### config.mk
export PLATFORM = sky130hd
export DESIGN_NAME = cpu_ctrl_fsm
export DESIGN_NICKNAME = d
export VERILOG_FILES = /design/src/rtl/cpu_ctrl_pkg.sv /design/src/rtl/cpu_ctrl_state_reg.sv /design/src/rtl/cpu_ctrl_fsm.sv
export SDC_FILE = /design/constraint.sdc
export NUM_CORES = 1
export LEC_CHECK = 0
export BUFFER_PORTS_ARGS = -buffer_cell sky130_fd_sc_hd__buf_2
export CAP_MARGIN = 20
export CORE_MARGIN = 5
export CORE_UTILIZATION = 35
export CTS_BUF_LIST = sky130_fd_sc_hd__clkbuf_8
export CTS_CLUSTER_DIAMETER = 50
export DETAILED_ROUTE_END_ITERATION = 8
export PLACE_DENSITY = 0.73
export SLEW_MARGIN = 20
export SYNTH_ARGS = -nofsm -noshare
export SYNTH_HDL_FRONTEND = slang
export SYNTH_SLANG_ARGS = --single-unit
### constraint.sdc
create_clock -name clk -period 2.3 [get_ports clk]
set_input_delay 0.115 -clock clk [delete_from_list [all_inputs] [get_ports clk]]
set_output_delay 0.115 -clock clk [all_outputs]
set_load 0.005 [all_outputs]
### src/rtl/cpu_ctrl_pkg.sv
// Shared encodings for the multi-cycle datapath controller: state codes,
// instruction opcode/op fields and one-hot select bit positions.
package cpu_ctrl_pkg;

  localparam int unsigned STATE_BITS = 4;

  typedef enum logic [STATE_BITS-1:0] {
    S_WAIT      = 4'd0,
    S_DECODE    = 4'd1,
    S_GET_A     = 4'd2,
    S_GET_B     = 4'd3,
    S_ALU       = 4'd4,
    S_ALU_B     = 4'd5,
    S_CMP       = 4'd6,
    S_WRITE_C   = 4'd7,
    S_WRITE_IMM = 4'd8,
    S_ILLEGAL   = 4'd9,
    S_HALT      = 4'd10
  } state_t;

  // opcode field
  localparam logic [2:0] OPC_ALU  = 3'b101;
  localparam logic [2:0] OPC_MOV  = 3'b110;
  localparam logic [2:0] OPC_HALT = 3'b111;

  // op field for OPC_ALU
  localparam logic [1:0] OP_ADD = 2'b00;
  localparam logic [1:0] OP_CMP = 2'b01;
  localparam logic [1:0] OP_AND = 2'b10;
  localparam logic [1:0] OP_MVN = 2'b11;

  // op field for OPC_MOV
  localparam logic [1:0] OP_MOV_REG = 2'b00;
  localparam logic [1:0] OP_MOV_IMM = 2'b10;

  // one-hot bit positions of nsel
  localparam int unsigned NSEL_RM = 0;
  localparam int unsigned NSEL_RD = 1;
  localparam int unsigned NSEL_RN = 2;

  // one-hot bit positions of vsel
  localparam int unsigned VSEL_C     = 0;
  localparam int unsigned VSEL_PC    = 1;
  localparam int unsigned VSEL_IMM   = 2;
  localparam int unsigned VSEL_MDATA = 3;

endpackage

### src/rtl/cpu_ctrl_state_reg.sv
// State register for cpu_ctrl_fsm; asynchronous active-high reset to WAIT.
module cpu_ctrl_state_reg
  import cpu_ctrl_pkg::*;
#(
  parameter int unsigned STATE_W = 4
) (
  input  logic               clk,
  input  logic               reset,
  input  logic [STATE_W-1:0] d,
  output logic [STATE_W-1:0] q
);

  // Hold the current state; reset drops straight back to WAIT.
  always_ff @(posedge clk or posedge reset) begin
    if (reset) q <= STATE_W'(S_WAIT);
    else       q <= d;
  end

endmodule

### src/rtl/cpu_ctrl_fsm.sv
// Moore controller for the multi-cycle datapath (MOV imm/reg, ADD, CMP,
// AND, MVN). Optional macro CPU_CTRL_HALT_EN: opcode 111 enters a HALT
// state that holds until reset; otherwise opcode 111 is reported illegal.
module cpu_ctrl_fsm
  import cpu_ctrl_pkg::*;
#(
  parameter int unsigned VSEL_W     = 4,
  parameter int unsigned NSEL_W     = 3,
  parameter bit          START_EDGE = 1'b0,
  parameter int unsigned STATE_W    = 4
) (
  input  logic               clk,
  input  logic               reset,
  input  logic               s,
  input  logic [2:0]         opcode,
  input  logic [1:0]         op,
  output logic               w,
  output logic [NSEL_W-1:0]  nsel,
  output logic [VSEL_W-1:0]  vsel,
  output logic               write,
  output logic               loada,
  output logic               loadb,
  output logic               asel,
  output logic               bsel,
  output logic               loadc,
  output logic               loads,
  output logic               illegal,
  output logic [STATE_W-1:0] state_dbg
);

  localparam logic [STATE_W-1:0] ST_WAIT      = STATE_W'(S_WAIT);
  localparam logic [STATE_W-1:0] ST_DECODE    = STATE_W'(S_DECODE);
  localparam logic [STATE_W-1:0] ST_GET_A     = STATE_W'(S_GET_A);
  localparam logic [STATE_W-1:0] ST_GET_B     = STATE_W'(S_GET_B);
  localparam logic [STATE_W-1:0] ST_ALU       = STATE_W'(S_ALU);
  localparam logic [STATE_W-1:0] ST_ALU_B     = STATE_W'(S_ALU_B);
  localparam logic [STATE_W-1:0] ST_CMP       = STATE_W'(S_CMP);
  localparam logic [STATE_W-1:0] ST_WRITE_C   = STATE_W'(S_WRITE_C);
  localparam logic [STATE_W-1:0] ST_WRITE_IMM = STATE_W'(S_WRITE_IMM);
  localparam logic [STATE_W-1:0] ST_ILLEGAL   = STATE_W'(S_ILLEGAL);
  localparam logic [STATE_W-1:0] ST_HALT      = STATE_W'(S_HALT);

  logic [STATE_W-1:0] state;
  logic [STATE_W-1:0] state_next;
  logic               s_prev;
  logic               start;

  cpu_ctrl_state_reg #(
    .STATE_W(STATE_W)
  ) u_state_reg (
    .clk   (clk),
    .reset (reset),
    .d     (state_next),
    .q     (state)
  );

  // Start-request history; reset counts as "s seen high" so edge mode
  // needs s to drop before the first start.
  always_ff @(posedge clk or posedge reset) begin
    if (reset) s_prev <= 1'b1;
    else       s_prev <= s;
  end

  assign start     = START_EDGE ? (s & ~s_prev) : s;
  assign state_dbg = state;

  // Next-state sequencing; opcode/op are held stable by the decoder for
  // the whole instruction, so later states re-read them instead of latching.
  always_comb begin
    state_next = ST_WAIT;
    case (state)
      ST_WAIT:   state_next = start ? ST_DECODE : ST_WAIT;
      ST_DECODE: begin
        if (opcode == OPC_MOV && op == OP_MOV_IMM)      state_next = ST_WRITE_IMM;
        else if (opcode == OPC_MOV && op == OP_MOV_REG) state_next = ST_GET_B;
        else if (opcode == OPC_ALU)                     state_next = (op == OP_MVN) ? ST_GET_B : ST_GET_A;
`ifdef CPU_CTRL_HALT_EN
        else if (opcode == OPC_HALT)                    state_next = ST_HALT;
`else
        else if (opcode == OPC_HALT)                    state_next = ST_ILLEGAL;
`endif
        else                                            state_next = ST_ILLEGAL;
      end
      ST_GET_A:  state_next = ST_GET_B;
      ST_GET_B: begin
        if (opcode == OPC_ALU && (op == OP_ADD || op == OP_AND)) state_next = ST_ALU;
        else if (opcode == OPC_ALU && op == OP_CMP)              state_next = ST_CMP;
        else                                                     state_next = ST_ALU_B;
      end
      ST_ALU:       state_next = ST_WRITE_C;
      ST_ALU_B:     state_next = ST_WRITE_C;
      ST_CMP:       state_next = ST_WAIT;
      ST_WRITE_C:   state_next = ST_WAIT;
      ST_WRITE_IMM: state_next = ST_WAIT;
      ST_ILLEGAL:   state_next = ST_WAIT;
`ifdef CPU_CTRL_HALT_EN
      ST_HALT:      state_next = ST_HALT;
`else
      ST_HALT:      state_next = ST_WAIT;
`endif
      default:      state_next = ST_WAIT;
    endcase
  end

  // Moore output decode; anything not named for a state stays 0.
  always_comb begin
    w       = 1'b0;
    nsel    = '0;
    vsel    = '0;
    write   = 1'b0;
    loada   = 1'b0;
    loadb   = 1'b0;
    asel    = 1'b0;
    bsel    = 1'b0;
    loadc   = 1'b0;
    loads   = 1'b0;
    illegal = 1'b0;
    case (state)
      ST_WAIT:  w = 1'b1;
      ST_GET_A: begin
        nsel[NSEL_RN] = 1'b1;
        loada         = 1'b1;
      end
      ST_GET_B: begin
        nsel[NSEL_RM] = 1'b1;
        loadb         = 1'b1;
      end
      ST_ALU:   loadc = 1'b1;
      ST_ALU_B: begin
        asel  = 1'b1;
        loadc = 1'b1;
      end
      ST_CMP:   loads = 1'b1;
      ST_WRITE_C: begin
        vsel[VSEL_C]  = 1'b1;
        nsel[NSEL_RD] = 1'b1;
        write         = 1'b1;
      end
      ST_WRITE_IMM: begin
        vsel[VSEL_IMM] = 1'b1;
        nsel[NSEL_RN]  = 1'b1;
        write          = 1'b1;
      end
      ST_ILLEGAL: illegal = 1'b1;
      default: ;
    endcase
  end

endmodule

After elaboration in Yosys (flattened, before gate mapping)

Index checks and enable logic that the tools add are counted.
W data, S select, Z words.

Bitwise logic cells: 0
Add/subtract/negate cells: 0
Multipliers: 0
Mux-type cells: 19
Eq/ne operators: 14
Reductions and logical operators: 10
Divide/modulo/power cells: 0
Order comparisons: 0
Shifts and indexed selects: 0

Operators with widths:

| cell                 | count |
|---|---|
| $pmux W4 S5          | 1 |
| $eq A4 B3 Y1 const B | 4 |
| $mux W1              | 13 |
| $mux W4              | 3 |
| $eq A4 B2 Y1 const B | 2 |
| $eq A4 B4 Y1 const B | 2 |
| $eq A3 B3 Y1 const B | 2 |
| $reduce_or A2 Y1     | 3 |
| $eq A2 B2 Y1 const B | 2 |
| $eq A4 B1 Y1 const B | 1 |
| $logic_and A1 B1 Y1  | 4 |
| $logic_not A4 Y1     | 1 |
| $mux W2              | 2 |
| $eq A2 B1 Y1 const B | 1 |
| $logic_not A2 Y1     | 1 |
| $logic_or A1 B1 Y1   | 1 |

Input port bits: 8
Bits in latches: 0
Output and inout bits: 20
Memory bits (writable): 0
Memories kept: 0
Memory bits (read-only): 0
Flip-flop bits (word level): 4
Word-level logic and storage cells: 44

Logic depth before layout (Yosys ltp)

Gate-level depths: netlist of run 1.

Word-level depth: 6
Mapped depth: 4
Depth with buffers taken out: 3

By module

Synthesis of run 1 repeated with hierarchy kept, for this count alone.

Cell total of the unflattened synthesis: 52
Area total of the unflattened synthesis: 397.9 um^2

Modules (own cells, without submodules):

| module             | cells an instance | instances | area an instance (um^2) |
|---|---|---|---|
| cpu_ctrl_fsm       | 47                | 1         | 294.0 |
| cpu_ctrl_state_reg | 5                 | 1         | 103.8 |

Worst setup path after synthesis of run 1

OpenSTA, ideal clock, no wires.

Path type: reg2out
Start point: register u_state_reg.q[2]
End point: output nsel[0]
Cell stages (with the launch flop): 4
Setup slack: 1187 ps
Data arrival time: 998 ps
Path buffers: 2
Cells stage by stage: dfrtp_1 buf_6 nor3_1 buf_4

Cells in the longest elaborated chain, start to end: 2

RTL lines:

| item                   | line                     | RTL |
|---|---|---|
| from (decl)            | cpu_ctrl_state_reg.sv:10 | `output logic [STATE_W-1:0] q` |
| from (signal assigned) | cpu_ctrl_state_reg.sv:15 | `if (reset) q <= STATE_W'(S_WAIT);` |
| $eq A4 B2 Y1           | --                       |  |
| $mux W1                | --                       |  |
| to (decl)              | cpu_ctrl_fsm.sv:18       | `output logic [NSEL_W-1:0] nsel,` |

Every way passes these cells.

Worst setup path after layout of run 1

Start point: register u_state_reg.q[2]
End point: output write

Cells in the longest elaborated chain, start to end: 3
Elaborated cells on any way between the ends: 4
Classes of those cells: 2 x eq/ne; 1 x mux; 1 x reduce/logical

RTL lines:

| item                                                | line                | RTL |
|---|---|---|
| $eq A4 B3 Y1 / $eq A4 B4 Y1 (equally long branches) | cpu_ctrl_fsm.sv:118 | `case (state)` |
| $reduce_or A2 Y1 (no source line) (*)               | --                  |  |
| $mux W1 (*)                                         | cpu_ctrl_fsm.sv:118 |  |
| to (decl)                                           | cpu_ctrl_fsm.sv:20  | `output logic write,` |

Every way passes the cells marked *; elsewhere a longest branch is shown, timed or not.

==> results of run 1 <==
==> routing by layer <==
layer / track usage, % / share of wire (%) / up-vias
met5: 0 / 0 / -
met3: 5.08 / 11 / 3
met2: 20.1 / 48 / 17
met4: 6.82 / 2.2 / 0
met1: 12.6 / 38 / 208
li1: - / - / 219
==> worst max-delay path: stages, from the launching register on <==
cell and delay (ns):
dfrtp_1 0.64, nand2b_1 0.18, nor2_1 0.18, or2_1 0.11, buf_2 0.10
==> worst max-delay path by stage <==
stage | from | end | slack [ns] | depth (start not counted)
6_report | u_state_reg.q[2]$_DFF_PP0_ | write | 0.74 | 4
2_1_floorplan | u_state_reg.q[2]$_DFF_PP0_ | nsel[0] | 1.19 | 3
3_3_place_gp | u_state_reg.q[3]$_DFF_PP0_ | write | 1.01 | 4
4_1_cts | u_state_reg.q[2]$_DFF_PP0_ | write | 0.73 | 4
5_1_grt | u_state_reg.q[2]$_DFF_PP0_ | write | 0.57 | 4
3_5_place_dp | u_state_reg.q[2]$_DFF_PP0_ | write | 0.97 | 4
==> power groups by stage <==
stage	clock network [uW]	registers (uW)	logic (uW)
after global routing	157	200	329
after detailed placement	0	192	296
after CTS	150	193	300
after floorplan	0	123	305
after global placement	0	190	294
final	149	192	296
==> layout make-up <==
cell class                 instances  area share [%]
inverter                           2            1.29
clock buffer                       3            7.11
sequential                         4            17.2
timing repair buffer              25            22.4
multi-input combinational         39            48.7
tap                               15            3.23
==> cells by family (layout without fill, tap and decap cells) <==
logic type	count (synthesis)	after routing	share of synthesized area (%)
AOI/OAI and AO/OA	9	9	16.1
xor gates and xnor gates	1	1	1.88
buffers and inverters	11	30	19.4
DFF	4	4	21.5
other	1	3	0.806
and+or+nand+nor	26	26	40.3
==> cells in the mapped netlist (all sizes together) (2+ instances only) <==
cell type	instances
buf	9
nand2b	4
nor3	3
inv	2
o21a	2
nor2	6
nor3b	2
dfrtp	4
nor4b	3
nand2	3
==> what timing repair did <==
item / 4_1_cts / 5_1_grt
hold buffers: 1 / 0
endpoints found under the setup margin: 0 / 0
resized for setup: 0 / 0
hold endpoints to repair: 4 / 0
==> through the flow <==
| step | power (uW) | utilization [%] | hold WS [ns] | setup slack, ns |
|---|---|---|---|---|
| finish | 636 | 45.2 | 0.209 | 0.737 |
| global route | 687 | 45.2 | 0.232 | 0.567 |
| CTS | 644 | 45.2 | 0.212 | 0.730 |
| detailed placement | 489 | 41.2 | 0.0000373 | 0.970 |
| global placement | 483 | 41.2 | -0.00611 | 1.01 |
| floorplan | 428 | - | -0.119 | 1.19 |
==> summary.txt, run 1 <==
CTS
  • CTS tree: yes
  • Root Buffer Master: clkbuf_8
  • Max clock buf depth: 2
  • CTS sink cnt: 4
  • Max H-tree Level: 1
  • Worst-Skew Late Latency: 0.22 ns
  • TritonCTS buffer count: 3
  • Post-CTS Setup Bufs: 0
  • Clock transition at path regs: 0.03 ns

Finish
  • Fill cells: 134
  • Final net count: 83
  • Footprint of the multi-input gates: 283 sq um
  • Layout Cells excl Fill: 88
  • Largest registers: u_state_reg.q (4)
  • Final design instance area without fill: 581 sq um
  • Largest register FFs: 4
  • Inserted Diodes: 0
  • Area Growth Syn to Fin: 24.7%
  • Most common cell after layout, fill and taps aside: buf_2
  • Most frequent cells in the layout: buf_2 (24), nor2_1 (6), dfrtp_1 (4)
  • Layout cells sized above 1: 45.2%
  • Sequential cell area: 100 sq um
  • Top reg by flops: u_state_reg.q

STA
  • Max Clock Skew: 0.00146 ns
  • Slew Limit Fails: 0
  • Tightest Pin Transition: 0.504 ns
  • Min Clock Period, post-route: 1.56 ns
  • Max-slew headroom: 66.4%
  • RSZ-0062 raised after global routing: no
  • Setup violations, final: 0
  • Fmax: 640 MHz
  • Crit share post-route: 67.9%
  • Fin Setup TNS: 0 ns
  • Hold Vio Cnt, Final: 0

Detailed routing
  • DR DRC count: 0
  • ANT nets after route: 0
  • Routed WL: 1140 microns
  • First-pass detailed-route iteration total: 2
  • WL per Instance: 13.0 microns
  • Via count: 447
  • Via density per instance: 5.08
  • DRT iter0 DRCs: 1

Worst hold path
  • Worst Hold End: u_state_reg.q[1]$_DFF_PP0_
  • Hold Crit Start: opcode[2]
  • HP Class: in2reg
  • Hold Crit Depth: 3

Placement
  • DP Area: 529 sq um
  • Port bufs: 24
  • RePlAce Congestion: 0.688
  • DP Wirelength: 887 microns
  • Placed Cells incl. Taps: 84

Power
  • Sw frac: 40.8%
  • Clock share of power: 23.4%
  • Cell Int Power: 377 uW
  • Logic pwr share: 46.4%
  • Share of power burned in registers: 30.2%
  • Total leakage power: 0.000299 uW
  • Peak supply drop: 0.313 mV
  • Power Dens Cells: 1100 mW/mm^2
  • Sw Pwr: 260 uW

Logic synthesis
  • Dominant cell type by area after synthesis: dfrtp_1
  • Synth Cell Area: 465 sq um
  • Average cell area after synthesis: 8.95 sq um
  • Post-synth EDFFs: 0
  • Post-synth ARST share: 100%
  • Synthesized flop and latch total: 4
  • Post-synth top area share: 21.5%
  • Cell variety after synth: 27
  • Sequential-to-total area share from yosys stat: 21.5%
  • Synth warn: 0
  • Main area contributors after synthesis: dfrtp_1 (22%), buf_6 (9.7%), buf_4 (8.1%)
  • Dominant synthesized flop cell: dfrtp_1
  • Synth Instances: 52

Run status
  • Status: completed

Floorplanning
  • Core area: 0.00128 sq mm
  • Die width: 46.5 microns
  • Die area: 0.00216 sq mm
  • Initial Util: 36.2%
  • Core Rows: 13
  • Die height: 46.5 microns
  • Boundary pin count: 28

Global route
  • Largest net degree at the start of global routing: 16
  • Number of global-route vias before repair: 416
  • Initial antenna violation count: 0
  • GRT Total Usage: 12.1%
  • Total global routing overflow: 0
  • First-pass GRT wire length: 1830 microns

Worst setup path
  • R2R Setup Slk: 1.08 ns
  • WS Path Type: reg2out
  • RR Endpoint: u_state_reg.q[1]$_DFF_PP0_
  • WP data required: 2.18 ns
  • Crit Reg-Reg Startpoint: u_state_reg.q[2]$_DFF_PP0_
  • Critical path fanouts, max: 15
  • Cell count of the worst reg-to-reg path: 3
  • CP startpoint kind: flip-flop
  • Critical path capture point type: output pin
  • WP data arrival: 1.45 ns

Job
  • Max Cap Viol: 0
No activity file was read; power rests on OpenSTA's default activity.
==> run 2, diff against run 1 <==
--- a/config.mk
+++ b/config.mk
@@ -5,14 +5,15 @@
 export SDC_FILE = /design/constraint.sdc
 export NUM_CORES = 1
 export LEC_CHECK = 0
+export ABC_AREA = 1
 export BUFFER_PORTS_ARGS = -buffer_cell sky130_fd_sc_hd__buf_2
 export CAP_MARGIN = 20
-export CORE_MARGIN = 5
-export CORE_UTILIZATION = 35
+export CORE_AREA = 5 5 42 44
 export CTS_BUF_LIST = sky130_fd_sc_hd__clkbuf_8
 export CTS_CLUSTER_DIAMETER = 50
 export DETAILED_ROUTE_END_ITERATION = 8
-export PLACE_DENSITY = 0.73
+export DIE_AREA = 0 0 47 49
+export PLACE_DENSITY = 0.68
 export SLEW_MARGIN = 20
 export SYNTH_ARGS = -nofsm -noshare
 export SYNTH_HDL_FRONTEND = slang
==> constraint.sdc (replaced) <==
create_clock -name clk -period 1.35 [get_ports clk]
set_input_delay 0.0675 -clock clk [delete_from_list [all_inputs] [get_ports clk]]
set_output_delay 0.0675 -clock clk [all_outputs]
set_load 0.005 [all_outputs]
==> summary.txt, run 2 <==
Floorplanning
  • Core Rows: 14 (was 13)
  • Core area: 0.00140 sq mm (was 0.00128 sq mm)
  • Die area: 0.00230 sq mm (was 0.00216 sq mm)
  • Die height: 49 microns (was 46.5 microns)
  • Die width: 47 microns (was 46.5 microns)
  • Initial Util: 26.9% (was 36.2%)
  • Boundary pin count: 28 (unchanged)

Logic synthesis
  • Most frequent cells after synthesis: nand2_1 (15), inv_1 (13), nor2_1 (10) (was nor2_1 (6), buf_4 (5), buf_6 (4), dfrtp_1 (4))
  • Sequential-to-total area share from yosys stat: 26.6% (was 21.5%)
  • Cell variety after synth: 13 (was 27)
  • Dominant cell type by area after synthesis: dfrtp_1 (unchanged)
  • Synth Cell Area: 377 sq um (was 465 sq um)
  • Dominant synthesized flop cell: dfrtp_1 (unchanged)
  • Synthesized flop and latch total: 4 (unchanged)
  • Average cell area after synthesis: 5.88 sq um (was 8.95 sq um)
  • Post-synth EDFFs: 0 (unchanged)
  • Top-count cell post-synth: nand2_1 (was nor2_1)
  • Synth Instances: 64 (was 52)
  • Post-synth top area share: 26.6% (was 21.5%)
  • Synth warn: 0 (unchanged)
  • Post-synth ARST share: 100% (unchanged)
  • Main area contributors after synthesis: dfrtp_1 (27%), nand2_1 (15%), inv_1 (13%) (was dfrtp_1 (22%), buf_6 (9.7%), buf_4 (8.1%))

Worst setup path
  • Critical path fanouts, max: 6 (was 15)
  • Crit Reg-Reg Startpoint: u_state_reg.q[1]$_DFF_PP0_ (was u_state_reg.q[2]$_DFF_PP0_)
  • Slowest-stage cell, CP: dfrtp_1 (unchanged)
  • WP data required: 1.28 ns (was 2.18 ns)
  • RR Endpoint: u_state_reg.q[0]$_DFF_PP0_ (was u_state_reg.q[1]$_DFF_PP0_)
  • R2R Setup Slk: 0.35 ns (was 1.08 ns)
  • Cell count of the worst reg-to-reg path: 5 (was 3)
  • Critical path, cell by cell: nor2_1, nand3_1, o21ai_0, buf_2 (was nand2b_1, nor2_1, or2_1, buf_2)
  • Critical path capture point type: output pin (unchanged)
  • WP data arrival: 1.16 ns (was 1.45 ns)
  • WS Path Type: reg2out (unchanged)
  • Worst path max stage delay: 0.44 ns (was 0.64 ns)
  • CP startpoint kind: flip-flop (unchanged)

Finish
  • Most frequent cells in the layout: buf_2 (24), nand2_1 (14), inv_1 (13) (was buf_2 (24), nor2_1 (6), dfrtp_1 (4))
  • Final net count: 99 (was 83)
  • Area Growth Syn to Fin: 43.5% (was 24.7%)
  • Inserted Diodes: 0 (unchanged)
  • Top reg by flops: u_state_reg.q (unchanged)
  • Largest register FFs: 4 (unchanged)
  • Util after Layout: 38.6% (was 45.2%)
  • Layout cells sized above 1: 36.0% (was 45.2%)
  • Most common cell after layout, fill and taps aside: buf_2 (unchanged)
  • Largest registers: u_state_reg.q (4) (unchanged)

Detailed routing
  • DR DRC count: 0 (unchanged)
  • Routed WL: 913 microns (was 1140 microns)
  • ANT nets after route: 0 (unchanged)
  • Via count: 448 (was 447)
  • First-pass detailed-route iteration total: 2 (unchanged)
  • Via density per instance: 4.27 (was 5.08)
  • DRT iter0 DRCs: 4 (was 1)
  • WL per Instance: 8.70 microns (was 13.0 microns)

Global route
  • Initial antenna violation count: 0 (unchanged)
  • Total global routing overflow: 0 (unchanged)
  • First-pass GRT wire length: 1530 microns (was 1830 microns)
  • GRT Total Usage: 8.98% (was 12.1%)
  • Largest net degree at the start of global routing: 7 (was 16)
  • Number of global-route vias before repair: 384 (was 416)

Run status
  • Status: completed (unchanged)

Power
  • Power Dens Cells: 1780 mW/mm^2 (was 1100 mW/mm^2)
  • Final Total Pwr: 961 uW (was 636 uW)
  • Peak supply drop: 0.458 mV (was 0.313 mV)
  • Total leakage power: 0.000357 uW (was 0.000299 uW)

STA
  • Hold Vio Cnt, Final: 0 (unchanged)
  • Fin Setup TNS: 0 ns (unchanged)
  • Max Clock Skew: 0.00155 ns (was 0.00146 ns)
  • Worst hold slack: 0.185 ns (was 0.209 ns)
  • Slew Limit Fails: 0 (unchanged)
  • Crit share post-route: 91.1%
  • Min Clock Period, post-route: 1.23 ns
  • Fmax: 813 MHz
  • RSZ-0062 raised after global routing: no (unchanged)
  • Setup violations, final: 0 (unchanged)
  • Final setup margin: 0.120 ns (was 0.737 ns)

CTS
  • Max clock buf depth: 2 (unchanged)
  • Post-CTS Setup Bufs: 0 (unchanged)
  • Root Buffer Master: clkbuf_8 (unchanged)
  • Clock transition at path regs: 0.03 ns (about the same)
  • CTS tree: yes (unchanged)
  • CTS sink cnt: 4 (unchanged)
  • Max H-tree Level: 1 (unchanged)
  • Worst-Skew Late Latency: 0.21 ns (was 0.22 ns)
  • TritonCTS buffer count: 3 (unchanged)

Worst hold path
  • HP Class: in2reg (unchanged)
  • Hold Crit Start: s (was opcode[2])
  • Hold Crit Depth: 5 (was 3)
  • Worst Hold End: u_state_reg.q[0]$_DFF_PP0_ (was u_state_reg.q[1]$_DFF_PP0_)

Placement
  • RePlAce Congestion: 0.814 (was 0.688)
  • Port bufs: 24 (unchanged)
  • DP Wirelength: 789 microns (was 887 microns)
  • DP Worst Slack: 0.325 ns (was 0.970 ns)

Job
  • Max Cap Viol: 0 (unchanged)
-- run 2: changes by cell type after synthesis, sizes merged, moves of 2 or more --
cell / delta
nand2: +14
inv: +11
nor2: +6
nand3: +5
buf: -4
nand2b: -4
nor4b: -3
nor3b: -2
o21a: -2
-- run 2: report_power, final --
part	total [uW]	switching [uW]	internal, uW
sequential	232	65.0	167
combinational	482	278	204
clock	248	58.0	190
total	961	401	560
-- run 2: timing repair --
action,4_1_cts,5_1_grt
hold endpoints to repair,4,0
setup endpoints to repair,0,1
hold buffers,1,0
resized for setup,0,1
-- run 2: logic make-up (layout without fill, tap and decap cells) --
| logic type | count (synthesis) | after routing | synth area share (%) |
|---|---|---|---|
| compound gates | 2 | 2 | 2.66 |
| buf+inv | 18 | 41 | 22.9 |
| flops | 4 | 4 | 26.6 |
| other cells | 1 | 3 | 0.996 |
| simple gates | 39 | 39 | 46.8 |
-- run 2: worst max path at each step --
stage	from	endpoint	slack [ns]	cells after the start
after floorplan	u_state_reg.q[3]$_DFF_PP0_	vsel[0]	0.40	4
after global placement	u_state_reg.q[1]$_DFF_PP0_	u_state_reg.q[0]$_DFF_PP0_	0.33	5
after detailed placement	u_state_reg.q[1]$_DFF_PP0_	u_state_reg.q[0]$_DFF_PP0_	0.32	5
after CTS	u_state_reg.q[1]$_DFF_PP0_	illegal	0.1	4
after global routing	u_state_reg.q[1]$_DFF_PP0_	illegal	0.05	4
final	u_state_reg.q[0]$_DFF_PP0_	write	0.12	4
-- run 2: critical path: cells and delay by family, from the launching register on --
family	cells	cell delay (ns)
AND/OR/NAND/NOR	2	0.29
flip-flops	1	0.44
AO/OA/AOI/OAI	1	0.09
buffers and inverters	1	0.13
-- run 2: routing by layer --
| metal | GRT usage, % | vias to the layer above | routed length, microns |
|---|---|---|---|
| met5 | 0 | - | 0 |
| met4 | 4.15 | 0 | 0 |
| met3 | 3.32 | 0 | 102 |
| met2 | 14.7 | 17 | 449 |
| met1 | 9.78 | 197 | 361 |
| li1 | - | 234 | - |
-- run 2: area by class of cell --
cell class	instances	area, sq um
Clock buffer	3	41.3
Timing Repair Buffer	25	130
Tap cell	16	20.0
Inverter	13	48.8
Fill cell	168	861
Sequential cell	4	100
Multi-Input combinational cell	44	200
-- run 2: stage by stage --
| stage | cell area [sq um] | std cells |
|---|---|---|
| after floorplan | 384 | 66 |
| after global placement | 487 | 101 |
| after detailed placement | 487 | 101 |
| after global routing | 541 | 105 |
| final | 541 | 105 |
| after CTS | 538 | 105 |
==> run 3, diff against run 2 <==
--- a/config.mk
+++ b/config.mk
@@ -14,6 +14,8 @@
 export DETAILED_ROUTE_END_ITERATION = 8
 export DIE_AREA = 0 0 47 49
 export PLACE_DENSITY = 0.68
+export SETUP_SLACK_MARGIN = 0.5
+export SKIP_CTS_REPAIR_TIMING = 1
 export SLEW_MARGIN = 20
 export SYNTH_ARGS = -nofsm -noshare
 export SYNTH_HDL_FRONTEND = slang
==> summary.txt, run 3 (synthesized netlist as in run 2, its figures left out) <==
Worst setup path
  • WP data required: 1.28 ns (about the same)
  • Crit Reg-Reg Startpoint: u_state_reg.q[3]$_DFF_PP0_ (was u_state_reg.q[1]$_DFF_PP0_)
  • Crit. Startpoint: u_state_reg.q[3]$_DFF_PP0_ (was u_state_reg.q[0]$_DFF_PP0_)
  • R2R Setup Slk: 0.24 ns (was 0.35 ns)
  • Cell count of the worst reg-to-reg path: 6 (was 5)
  • Critical path capture point type: output pin (unchanged)
  • Crit path capture: nsel[0] (was write)
  • WP data arrival: 1.11 ns (was 1.16 ns)
  • CP startpoint kind: flip-flop (unchanged)
  • Critical path fanouts, max: 4 (was 6)
  • RR Endpoint: u_state_reg.q[0]$_DFF_PP0_ (unchanged)
  • WS Path Type: reg2out (unchanged)

Global route
  • Grt met3 use: 2.58% (was 3.32%)
  • Initial antenna violation count: 0 (unchanged)
  • Met1 Usage GRT: 8.41% (was 9.78%)
  • Total global routing overflow: 0 (unchanged)
  • First-pass GRT wire length: 1590 microns (was 1530 microns)
  • Met2 Track Usage GR: 15.8% (was 14.7%)
  • GRT Total Usage: 10.0% (was 8.98%)
  • Largest net degree at the start of global routing: 7 (unchanged)
  • Grt peak-use layer: met2 (unchanged)
  • Number of global-route vias before repair: 427 (was 384)

Finish
  • Final net count: 102 (was 99)
  • Area Growth Syn to Fin: 62.8% (was 43.5%)
  • Top reg by flops: u_state_reg.q (unchanged)
  • Largest registers: u_state_reg.q (4) (unchanged)
  • Largest register FFs: 4 (unchanged)
  • Final design instance area without fill: 613 sq um (was 541 sq um)
  • Layout Cells excl Fill: 108 (was 105)
  • Most common cell after layout, fill and taps aside: buf_2 (unchanged)
  • Inserted Diodes: 0 (unchanged)
  • Most frequent cells in the layout: buf_2 (23), nand2_1 (13), inv_1 (10) (was buf_2 (24), nand2_1 (14), inv_1 (13))
  • Layout cells sized above 1: 52.2% (was 36.0%)

Placement
  • Port bufs: 24 (unchanged)
  • Placed Cells incl. Taps: 101 (unchanged)
  • DP Wirelength: 863 microns (was 789 microns)
  • RePlAce Congestion: 0.782 (was 0.814)
  • DP Area: 494 sq um (was 487 sq um)

Floorplanning
  • Core area: 0.00140 sq mm (unchanged)
  • Die width: 47 microns (unchanged)
  • Initial Util: 26.9% (unchanged)
  • Boundary pin count: 28 (unchanged)
  • Die height: 49 microns (unchanged)
  • Core Rows: 14 (unchanged)
  • Die area: 0.00230 sq mm (unchanged)

Detailed routing
  • Routed WL: 1110 microns (was 913 microns)
  • First-pass detailed-route iteration total: 2 (unchanged)
  • Via density per instance: 4.36 (was 4.27)
  • Via count: 471 (was 448)
  • ANT nets after route: 0 (unchanged)
  • WL per Instance: 10.2 microns (was 8.70 microns)
  • DRT iter0 DRCs: 2 (was 4)
  • DR DRC count: 0 (unchanged)

STA
  • RSZ-0062 raised after global routing: yes (was no)
  • Fin Setup TNS: 0 ns (unchanged)
  • Worst hold slack: 0.185 ns (about the same)
  • Hold Vio Cnt, Final: 0 (unchanged)
  • Min Clock Period, post-route: 1.18 ns (was 1.23 ns)
  • Setup violations, final: 0 (unchanged)
  • Max Clock Skew: 0.000427 ns (was 0.00155 ns)
  • Fmax: 848 MHz (was 813 MHz)
  • Crit share post-route: 87.4% (was 91.1%)
  • Slew Limit Fails: 0 (unchanged)

CTS
  • Worst-Skew Late Latency: 0.22 ns (was 0.21 ns)
  • Max H-tree Level: 1 (unchanged)
  • Root Buffer Master: clkbuf_8 (unchanged)
  • TritonCTS buffer count: 3 (unchanged)
  • Clock transition at path regs: 0.03 ns (about the same)
  • CTS tree: yes (unchanged)
  • Max clock buf depth: 2 (unchanged)
  • CTS sink cnt: 4 (unchanged)

Power
  • Final Total Pwr: 1130 uW (was 961 uW)
  • Peak supply drop: 0.628 mV (was 0.458 mV)
  • Power Dens Cells: 1850 mW/mm^2 (was 1780 mW/mm^2)
  • Total leakage power: 0.000378 uW (was 0.000357 uW)

Worst hold path
  • HP Class: in2reg (unchanged)

Job
  • Max Cap Viol: 0 (unchanged)

Run status
  • Status: completed (unchanged)
-- run 3: cell types whose count changed in the layout (fill, tap and decap cells not counted), sizes merged --
cell  before  now
buf       24   27
-- run 3: worst max-delay path, stage by stage (launching register included) --
cell,delay [ns]
dfrtp_1,0.41
inv_2,0.14
nand2_4,0.07
nor2_4,0.13
buf_2,0.13
-- run 3: final cells by class --
class | count | area [sq um]
Fill cell | 166 | 788
Tap cell | 16 | 20.0
Clock buffer | 3 | 41.3
Multi-Input combinational cell | 44 | 240
Sequential cell | 4 | 104
Inverter | 13 | 48.8
Timing Repair Buffer | 28 | 159
-- run 3: through the flow --
| stage | setup WS (ns) | utilization [%] |
|---|---|---|
| finish | 0.171 | 43.8 |
| global route | 0.108 | 43.8 |
| CTS | 0.134 | 38.2 |
| detailed placement | 0.361 | 35.3 |
| global placement | 0.377 | 35.3 |
| floorplan | 0.444 | - |
-- run 3: worst min path at each step --
stage	startpoint	endpoint	slack, ns	cells after the start
2_1_floorplan	reset	u_state_reg.q[0]$_DFF_PP0_	-0.17	1
3_5_place_dp	reset	u_state_reg.q[3]$_DFF_PP0_	-0.04	2
6_report	s	u_state_reg.q[0]$_DFF_PP0_	0.19	5
5_1_grt	s	u_state_reg.q[0]$_DFF_PP0_	0.23	5
3_3_place_gp	reset	u_state_reg.q[3]$_DFF_PP0_	-0.05	2
4_1_cts	reset	u_state_reg.q[3]$_DFF_PP0_	-0.27	2
-- run 3: report_power, final --
| group | total (uW) | internal [uW] | switching (uW) |
|---|---|---|---|
| clock network | 250 | 190 | 60.0 |
| logic | 627 | 282 | 345 |
| registers | 255 | 174 | 81.9 |
| total | 1130 | 646 | 486 |
-- run 3: metal layers --
layer / vias to the layer above / routed length [microns]
met5: - / 0
met4: 0 / 43
met3: 4 / 104
met2: 22 / 582
met1: 203 / 375
li1: 242 / -
